<file path="src/rtl/xadac_pkg.sv">
// xadac_pkg: shared types and constants for the xadac vector unit.
//   NoVec           number of architectural vector registers
//   VecAddrT        vector register index
//   VecDataT        vector register write data
//   NoWbSrcDefault  default number of write-back sources
//   WbReqT          one queued write-back request {addr, data}
//   addr_onehot()   one-hot decode of a register index, used for pending masks
package xadac_pkg;

    localparam int unsigned NoVec          = 32;
    localparam int unsigned VecAddrW       = $clog2(NoVec);
    localparam int unsigned VecDataW       = 32;
    localparam int unsigned NoWbSrcDefault = 2;

    typedef logic [VecAddrW-1:0] VecAddrT;
    typedef logic [VecDataW-1:0] VecDataT;

    typedef struct packed {
        VecAddrT addr;
        VecDataT data;
    } WbReqT;

    function automatic logic [NoVec-1:0] addr_onehot(input VecAddrT a);
        logic [NoVec-1:0] oh;
        oh    = {NoVec{1'b0}};
        oh[a] = 1'b1;
        return oh;
    endfunction

endpackage

</file>
<file path="src/rtl/xadac_vrf_wb_chk.sv">
// xadac_vrf_wb_chk: simulation-only invariants of the write-back collector.
// Ports (all inputs): clk, rst, per-source push/pop/full/empty and the
// per-slot valid/address views of every source FIFO.
// Checks: no push into a full FIFO, no pop from an empty FIFO, and no two
// queued writes to the same register.
module xadac_vrf_wb_chk
    import xadac_pkg::*;
#(
    parameter int unsigned NoWbSrc   = NoWbSrcDefault,
    parameter int unsigned FifoDepth = 2
) (
    input  logic                                 clk,
    input  logic                                 rst,
    input  logic [NoWbSrc-1:0]                   push,
    input  logic [NoWbSrc-1:0]                   pop,
    input  logic [NoWbSrc-1:0]                   full,
    input  logic [NoWbSrc-1:0]                   empty,
    input  logic [NoWbSrc-1:0][FifoDepth-1:0]    ent_valid,
    input  VecAddrT [NoWbSrc-1:0][FifoDepth-1:0] ent_addr
);

    logic dup_s;

    // Any pair of distinct valid slots holding the same destination.
    always_comb begin
        dup_s = 1'b0;
        for (int unsigned s1 = 0; s1 < NoWbSrc; s1++) begin
            for (int unsigned d1 = 0; d1 < FifoDepth; d1++) begin
                for (int unsigned s2 = 0; s2 < NoWbSrc; s2++) begin
                    for (int unsigned d2 = 0; d2 < FifoDepth; d2++) begin
                        dup_s = dup_s | (((s1 * FifoDepth + d1) < (s2 * FifoDepth + d2)) &&
                                         ent_valid[s1][d1] && ent_valid[s2][d2] &&
                                         (ent_addr[s1][d1] == ent_addr[s2][d2]));
                    end
                end
            end
        end
    end

    // Invariants sampled at every rising edge outside reset.
    always @(posedge clk) begin
        if (!rst) begin
            assert (!(|(push & full)))  else $error("xadac_vrf_wb_chk: push into full FIFO");
            assert (!(|(pop & empty)))  else $error("xadac_vrf_wb_chk: pop from empty FIFO");
            assert (!dup_s)             else $error("xadac_vrf_wb_chk: duplicate queued destination");
        end
    end

endmodule

</file>
<file path="src/rtl/xadac_wb_fifo.sv">
// xadac_wb_fifo: in-order FIFO of WbReqT for one write-back source.
// Ports:
//   clk, rst        clock, synchronous active-high reset (empties the FIFO)
//   push, push_req  enqueue request (caller guarantees !full)
//   pop             dequeue head (caller guarantees !empty)
//   head            oldest entry
//   full, empty     occupancy flags, from registered count only
//   ent_valid       per-slot valid bits
//   ent_addr        per-slot destination address (meaningful where ent_valid)
module xadac_wb_fifo
    import xadac_pkg::*;
#(
    parameter int unsigned Depth = 2
) (
    input  logic                    clk,
    input  logic                    rst,
    input  logic                    push,
    input  WbReqT                   push_req,
    input  logic                    pop,
    output WbReqT                   head,
    output logic                    full,
    output logic                    empty,
    output logic [Depth-1:0]        ent_valid,
    output VecAddrT [Depth-1:0]     ent_addr
);

    localparam int unsigned PtrW = (Depth > 1) ? $clog2(Depth) : 1;
    localparam int unsigned CntW = $clog2(Depth + 1);

    WbReqT             mem_r [Depth];
    logic [Depth-1:0]  valid_r;
    logic [Depth-1:0]  valid_nxt_s;
    logic [PtrW-1:0]   wr_ptr_r;
    logic [PtrW-1:0]   rd_ptr_r;
    logic [CntW-1:0]   count_r;
    logic [CntW-1:0]   count_nxt_s;

    // Circular pointer advance; Depth need not be a power of two.
    function automatic logic [PtrW-1:0] ptr_inc(input logic [PtrW-1:0] p);
        return (p == PtrW'(Depth - 1)) ? {PtrW{1'b0}} : p + PtrW'(1);
    endfunction

    // Next slot-valid and occupancy; push and pop never hit the same slot.
    always_comb begin
        valid_nxt_s = (valid_r | (Depth'(push) << wr_ptr_r)) & ~(Depth'(pop) << rd_ptr_r);
        case ({push, pop})
            2'b10:   count_nxt_s = count_r + CntW'(1);
            2'b01:   count_nxt_s = count_r - CntW'(1);
            default: count_nxt_s = count_r;
        endcase
    end

    // Storage, pointers and occupancy registers.
    always_ff @(posedge clk) begin
        if (rst) begin
            wr_ptr_r <= {PtrW{1'b0}};
            rd_ptr_r <= {PtrW{1'b0}};
            count_r  <= {CntW{1'b0}};
            valid_r  <= {Depth{1'b0}};
            for (int unsigned i = 0; i < Depth; i++) begin
                mem_r[i] <= '{addr: {VecAddrW{1'b0}}, data: {VecDataW{1'b0}}};
            end
        end else begin
            if (push) begin
                mem_r[wr_ptr_r] <= push_req;
                wr_ptr_r        <= ptr_inc(wr_ptr_r);
            end
            if (pop) begin
                rd_ptr_r <= ptr_inc(rd_ptr_r);
            end
            count_r <= count_nxt_s;
            valid_r <= valid_nxt_s;
        end
    end

    // Registered-state views for the arbiter and the pending mask.
    always_comb begin
        head      = mem_r[rd_ptr_r];
        full      = (count_r == CntW'(Depth));
        empty     = (count_r == {CntW{1'b0}});
        ent_valid = valid_r;
        for (int unsigned i = 0; i < Depth; i++) begin
            ent_addr[i] = mem_r[i].addr;
        end
    end

endmodule

</file>
<file path="src/rtl/xadac_vrf_wb.sv">
// xadac_vrf_wb: write-back collector for the xadac vector register file.
// Each source has a valid/ready channel into its own FIFO; a round-robin
// arbiter drains the FIFOs onto the single register-file write port.
// Ports:
//   clk, rst                      clock, synchronous active-high reset
//   src_valid/src_ready           per-source handshake
//   src_addr/src_data             per-source destination register and data
//   vrf_waddr/vrf_wdata/vrf_we    register-file write port
//   pend_mask                     bit r set while a write to register r is queued
// Build option: XADAC_VRF_WB_BYPASS_EN - when every FIFO is empty, one valid
// source is written straight through in the same cycle (not enqueued).
module xadac_vrf_wb
    import xadac_pkg::*;
#(
    parameter int unsigned NoWbSrc   = NoWbSrcDefault,
    parameter int unsigned FifoDepth = 2
) (
    input  logic                     clk,
    input  logic                     rst,
    input  logic [NoWbSrc-1:0]       src_valid,
    output logic [NoWbSrc-1:0]       src_ready,
    input  VecAddrT [NoWbSrc-1:0]    src_addr,
    input  VecDataT [NoWbSrc-1:0]    src_data,
    output VecAddrT                  vrf_waddr,
    output VecDataT                  vrf_wdata,
    output logic                     vrf_we,
    output logic [NoVec-1:0]         pend_mask
);

    localparam int unsigned RrW = (NoWbSrc > 1) ? $clog2(NoWbSrc) : 1;

    logic [RrW-1:0]                       rr_q;
    logic [NoWbSrc-1:0]                   push_s;
    logic [NoWbSrc-1:0]                   pop_s;
    logic [NoWbSrc-1:0]                   full_s;
    logic [NoWbSrc-1:0]                   empty_s;
    WbReqT [NoWbSrc-1:0]                  in_req_s;
    WbReqT [NoWbSrc-1:0]                  head_s;
    logic [NoWbSrc-1:0][FifoDepth-1:0]    ent_valid_s;
    VecAddrT [NoWbSrc-1:0][FifoDepth-1:0] ent_addr_s;
    logic                                 grant_s;
    logic [RrW-1:0]                       grant_idx_s;
    logic                                 byp_s;
    logic [RrW-1:0]                       byp_idx_s;

    // Source index at offset 'off' from 'base', wrapping at NoWbSrc.
    function automatic logic [RrW-1:0] rot_idx(input logic [RrW-1:0] base, input int unsigned off);
        int unsigned sum;
        sum = 32'(base) + off;
        return RrW'((sum >= NoWbSrc) ? sum - NoWbSrc : sum);
    endfunction

    // Pointer value following a grant to source w.
    function automatic logic [RrW-1:0] next_rr(input logic [RrW-1:0] w);
        return (w == RrW'(NoWbSrc - 1)) ? {RrW{1'b0}} : w + RrW'(1);
    endfunction

    // Ready depends only on registered occupancy: a full FIFO refuses even while draining.
    assign src_ready = ~full_s;

    for (genvar s = 0; s < NoWbSrc; s++) begin : g_src
        xadac_wb_fifo #(
            .Depth (FifoDepth)
        ) u_fifo (
            .clk       (clk),
            .rst       (rst),
            .push      (push_s[s]),
            .push_req  (in_req_s[s]),
            .pop       (pop_s[s]),
            .head      (head_s[s]),
            .full      (full_s[s]),
            .empty     (empty_s[s]),
            .ent_valid (ent_valid_s[s]),
            .ent_addr  (ent_addr_s[s])
        );
    end

    // First non-empty FIFO scanning upward from rr_q with wrap-around.
    always_comb begin : arb_scan
        logic [RrW-1:0] idx;
        logic           take;
        grant_s     = 1'b0;
        grant_idx_s = {RrW{1'b0}};
        for (int unsigned i = 0; i < NoWbSrc; i++) begin
            idx         = rot_idx(rr_q, i);
            take        = !grant_s && !empty_s[idx];
            grant_idx_s = take ? idx : grant_idx_s;
            grant_s     = grant_s | take;
        end
    end

    // Straight-through candidate, only when no FIFO holds anything.
    always_comb begin : byp_scan
        byp_s     = 1'b0;
        byp_idx_s = {RrW{1'b0}};
`ifdef XADAC_VRF_WB_BYPASS_EN
        for (int unsigned i = 0; i < NoWbSrc; i++) begin
            byp_idx_s = (!byp_s && src_valid[rot_idx(rr_q, i)]) ? rot_idx(rr_q, i) : byp_idx_s;
            byp_s     = byp_s | src_valid[rot_idx(rr_q, i)];
        end
        byp_s = byp_s & !grant_s & !rst;
`endif
    end

    // Enqueue everything accepted except a source taken straight through.
    always_comb begin
        for (int unsigned s = 0; s < NoWbSrc; s++) begin
            in_req_s[s].addr = src_addr[s];
            in_req_s[s].data = src_data[s];
            push_s[s] = src_valid[s] & src_ready[s] & ~(byp_s & (byp_idx_s == RrW'(s)));
        end
    end

    // Write port and FIFO pop; nothing issues while reset is asserted.
    always_comb begin
        pop_s     = {NoWbSrc{1'b0}};
        vrf_we    = 1'b0;
        vrf_waddr = {VecAddrW{1'b0}};
        vrf_wdata = {VecDataW{1'b0}};
        if (rst) begin
            vrf_we = 1'b0;
        end else if (grant_s) begin
            pop_s[grant_idx_s] = 1'b1;
            vrf_we             = 1'b1;
            vrf_waddr          = head_s[grant_idx_s].addr;
            vrf_wdata          = head_s[grant_idx_s].data;
        end else if (byp_s) begin
            vrf_we    = 1'b1;
            vrf_waddr = src_addr[byp_idx_s];
            vrf_wdata = src_data[byp_idx_s];
        end else begin
            vrf_we = 1'b0;
        end
    end

    // Round-robin pointer: advance past the winner, hold when idle.
    always_ff @(posedge clk) begin
        if (rst) begin
            rr_q <= {RrW{1'b0}};
        end else if (grant_s) begin
            rr_q <= next_rr(grant_idx_s);
        end else if (byp_s) begin
            rr_q <= next_rr(byp_idx_s);
        end else begin
            rr_q <= rr_q;
        end
    end

    // Pending mask: OR of one-hot destinations of every queued entry.
    always_comb begin
        pend_mask = {NoVec{1'b0}};
        for (int unsigned s = 0; s < NoWbSrc; s++) begin
            for (int unsigned d = 0; d < FifoDepth; d++) begin
                pend_mask = pend_mask |
                            (ent_valid_s[s][d] ? addr_onehot(ent_addr_s[s][d]) : {NoVec{1'b0}});
            end
        end
    end

    xadac_vrf_wb_chk #(
        .NoWbSrc   (NoWbSrc),
        .FifoDepth (FifoDepth)
    ) u_chk (
        .clk       (clk),
        .rst       (rst),
        .push      (push_s),
        .pop       (pop_s),
        .full      (full_s),
        .empty     (empty_s),
        .ent_valid (ent_valid_s),
        .ent_addr  (ent_addr_s)
    );

endmodule
</file>
<file path="config.mk">
export PLATFORM = sky130hd
export DESIGN_NAME = xadac_vrf_wb
export DESIGN_NICKNAME = d
export VERILOG_FILES = /design/src/rtl/xadac_pkg.sv /design/src/rtl/xadac_vrf_wb_chk.sv /design/src/rtl/xadac_wb_fifo.sv /design/src/rtl/xadac_vrf_wb.sv
export SDC_FILE = /design/constraint.sdc
export NUM_CORES = 1
export LEC_CHECK = 0
export CAP_MARGIN = 10
export CORE_AREA = 10 10 210 152
export DETAILED_ROUTE_END_ITERATION = 7
export DIE_AREA = 0 0 220 162
export REMOVE_ABC_BUFFERS = 1
export SLEW_MARGIN = 20
export SYNTH_ARGS = -nofsm -noshare
export SYNTH_HDL_FRONTEND = slang
export SYNTH_SLANG_ARGS = --single-unit
</file>
<file path="constraint.sdc">
create_clock -name clk -period 3.7 [get_ports clk]
set_input_delay 0.925 -clock clk [delete_from_list [all_inputs] [get_ports clk]]
set_output_delay 0.925 -clock clk [all_outputs]
set_load 0.02 [all_outputs]
</file>
==> flow_metrics.py <==
metrics = {
    "layout": {
        "n_antenna_cell": 0,
        "fill_cells": 2689,
        "post-route-cell-area_um2": 10900,
        "area_growth_pct": 31.4,
        "final_layout_size_suffix_gt1_share_pct": 10.4,
        "nets": 891,
    },
    "die": {
        "initial_utilization_pct": 29.9,
        "die_w_um": 220,
        "core_um2": 27700,
        "dieArea_um2": 35600,
        "io_pins": 150,
        "die_height_um": 162,
        "rows": 51,
    },
    "run": {
        "max_cap_viol_count": 0,
    },
    "global_routing": {
        "grt_usage_pct": 14.8,
        "antenna_found_initial": 2,
        "grt_max_degree": 38,
        "grt-ovfl-total": 0,
        "grt_pass1_wl_um": 39200,
        "grt_pass1_vias": 6063,
    },
    "setup_path": {
        "cp-startpoint": "rst",
        "crit_fanout": 7,
        "required_ps": 2770,
        "endpoint_kind": "output pin",
        "r2r_cells": 3,
        "rr_endpoint": "g_src[0].u_fifo.mem_r[0][35]",
        "rrSetupSlack_ps": 1630,
        "critical_path.startpoint_type": "input port",
        "crit_path_end": "vrf_waddr[2]",
        "crit_type": "in -> out",
        "rr_startpoint": "g_src[0].u_fifo.count_r[0]",
        "crit_arrival_ps": 2670,
    },
    "cts": {
        "clkSinkCount": 163,
        "cts_setup_buffers": 0,
        "cts_buffer_depth": 2,
        "cts-root-buf": "clkbuf_16",
        "cts-buffers-inserted": 17,
        "path_clk_slew_ps": 70,
        "cts_tree": "done",
        "clk_latency_ps": 430,
        "htreeDepth": 4,
    },
    "place": {
        "dp_hpwl_um": 18400,
        "portBuffers": 149,
        "routabilityCongestion": 0.889,
        "dp_worst_setup_slack_ps": -332,
        "placed_cell_area_um2": 10300,
    },
    "drt": {
        "dr.pass1.iters": 6,
        "drtIter0Drc": 657,
        "vias": 6058,
        "vias_per_cell": 5.06,
        "drt-total-wl_um": 26700,
        "wl_per_cell_um": 22.3,
        "ant_nets": 0,
        "drc": 0,
    },
    "yosys": {
        "netlist_instances": 668,
        "synth_top_cell_by_area": "edfxtp_1",
        "ys_types": 47,
        "yosysMostFrequentCell": "and2_1",
        "yosys_warnings": 0,
        "synth.top_cell.area_share_pct": 53.7,
        "synth-edff-count": 148,
        "synthMuxAreaShare_pct": 8.95,
        "synth_commonest_cells": "149 x and2_1, 148 x edfxtp_1, 74 x mux2i_1, 35 x o22ai_1, 32 x o221ai_1",
        "seq_area_frac_synth_pct": 57.3,
        "synth_compound_area_share_pct": 12.0,
        "syn_area_per_cell_um2": 12.4,
        "synth-async-reset-ratio_pct": 0,
        "syn_area_um2": 8280,
        "yosys_register_bits": 163,
        "synth_fa_ha_area_share_pct": 0,
        "synth_simple_gate_area_share_pct": 18.2,
        "synthFlopType": "edfxtp_1",
        "synth_top_family_by_area": "simple AND/OR/NAND/NOR gates",
        "synthXorXnorAreaFrac_pct": 0,
        "synthTopCellsByArea": "edfxtp_1 54%, and2_1 11%, mux2i_1 8.9%",
    },
    "pwr": {
        "sw_frac_of_total_pct": 25.7,
        "leakage_nw": 3.93,
        "p_seq_share_pct": 47.6,
        "powerDensity_nw_per_um2": 435,
        "pwr-share-comb_pct": 15.1,
        "p_int_w": 0.00352,
        "vdd_drop_max_mv": 0.297,
        "p_clk_share_pct": 37.4,
        "switchingPower_w": 0.00122,
    },
    "sta": {
        "period_share_pct": 97.1,
        "slew_violations": 0,
        "hold_viol": 0,
        "fin_crit_ps": 3590,
        "setup_slack_ps": 107,
        "setup_viol": 0,
        "fin_skew_ps": 8.62,
        "relSlewSlack_pct": 38.8,
        "rsz0062_at_grt": "no",
        "timing.hold.ws_ps": 565,
        "tightest_slew_ps": 918,
        "timing.fmax_mhz": 278,
    },
    "run_status": {
        "status": "complete, no violations",
    },
    "min_path": {
        "hold_path_class": "reg -> reg",
        "min_from": "g_src[1].u_fifo.rd_ptr_r",
    },
}
-- through the flow --
step | instances | power, W | setup TNS, ps | util [%]
after global placement | 1165 | 0.00303 | -9110 | 37.2
final | 1197 | 0.00473 | 0 | 39.3
after floorplan | 615 | 0.00263 | 0 | -
after global routing | 1197 | 0.00492 | 0 | 39.3
after CTS | 1197 | 0.00478 | 0 | 39.2
after detailed placement | 1165 | 0.00303 | -9130 | 37.2
-- power by group through the flow --
stage	clock network [W]	registers, W	logic, W
4_1_cts	0.00181	0.00225	0.000722
6_report	0.00177	0.00225	0.000714
5_1_grt	0.00188	0.00227	0.000771
2_1_floorplan	0	0.00228	0.000348
3_3_place_gp	0	0.00229	0.000741
3_5_place_dp	0	0.00229	0.000736
-- cell type report --
type | count | area (um2) | area share (%)
clock inverters | 4 | 32.5 | 0.299
well taps | 371 | 464 | 4.27
repair buffers | 179 | 1780 | 16.3
clock buffers | 28 | 561 | 5.16
flip-flops and latches | 163 | 4750 | 43.7
inverters | 4 | 15.0 | 0.138
multi-input cells | 448 | 3280 | 30.1
-- layer usage --
layer | GRT usage (%) | vias to the layer above | part of all wire (%)
li1 | - | 2841 | -
met1 | 20.6 | 2996 | 48
met2 | 21.7 | 197 | 44
met3 | 4.49 | 22 | 7.2
met4 | 3.97 | 2 | 1.1
met5 | 0 | - | 0.049
-- worst min path at each step --
stage	to	slack (ps)	cells past startpoint
after floorplan	g_src[0].u_fifo.ent_valid[1]	470	1
after global placement	g_src[1].u_fifo.rd_ptr_r	550	1
after detailed placement	g_src[0].u_fifo.ent_valid[0]	550	2
after CTS	g_src[0].u_fifo.ent_valid[0]	560	2
after global routing	flop	580	1
final	flop	560	2
-- timing repair --
action                                  CTS  global route
gates resized for setup                  34             1
hold buffers                              0             0
endpoints found under the setup margin   37             1
pin swaps                                 0             0
-- worst max-delay path, cell delays in order --
cell and delay [ps]:
clkdlybuf4s50_1 450, or3_4 500, buf_4 210, buf_4 160, o22ai_1 260, buf_12 160
-- cell usage in the layout (no fill, tap or decap), drive strengths merged, types with 6 or more instances in the layout --
cell,count
clkbuf,28
inv,6
clkdlybuf4s50,112
a22oi,21
dlygate4sd2,32
buf,35
and4b,6
nand2,18
nand3,11
nor2b,13
o22ai,39
nor2,10
a32oi,7
mux2i,74
and2,149
edfxtp,148
nand2b,8
o221ai,32
dfxtp,15
-- registers in the layout, indices dropped and copies added (netlist names), named ones only --
name	flops
g_src.u_fifo.count_r	4
g_src.u_fifo.ent_valid	4
g_src.u_fifo.mem_r	148
g_src.u_fifo.rd_ptr_r	2
g_src.u_fifo.wr_ptr_r	2
rr_q	1
-- kinds of logic (layout without fill, tap and decap cells) --
| logic type | after synthesis | count (layout) |
|---|---|---|
| flops | 163 | 163 |
| mux | 74 | 74 |
| compound gates | 131 | 131 |
| buf+inv | 57 | 215 |
| simple gates | 243 | 243 |
Note: power is estimated with default switching activity, not from simulation.
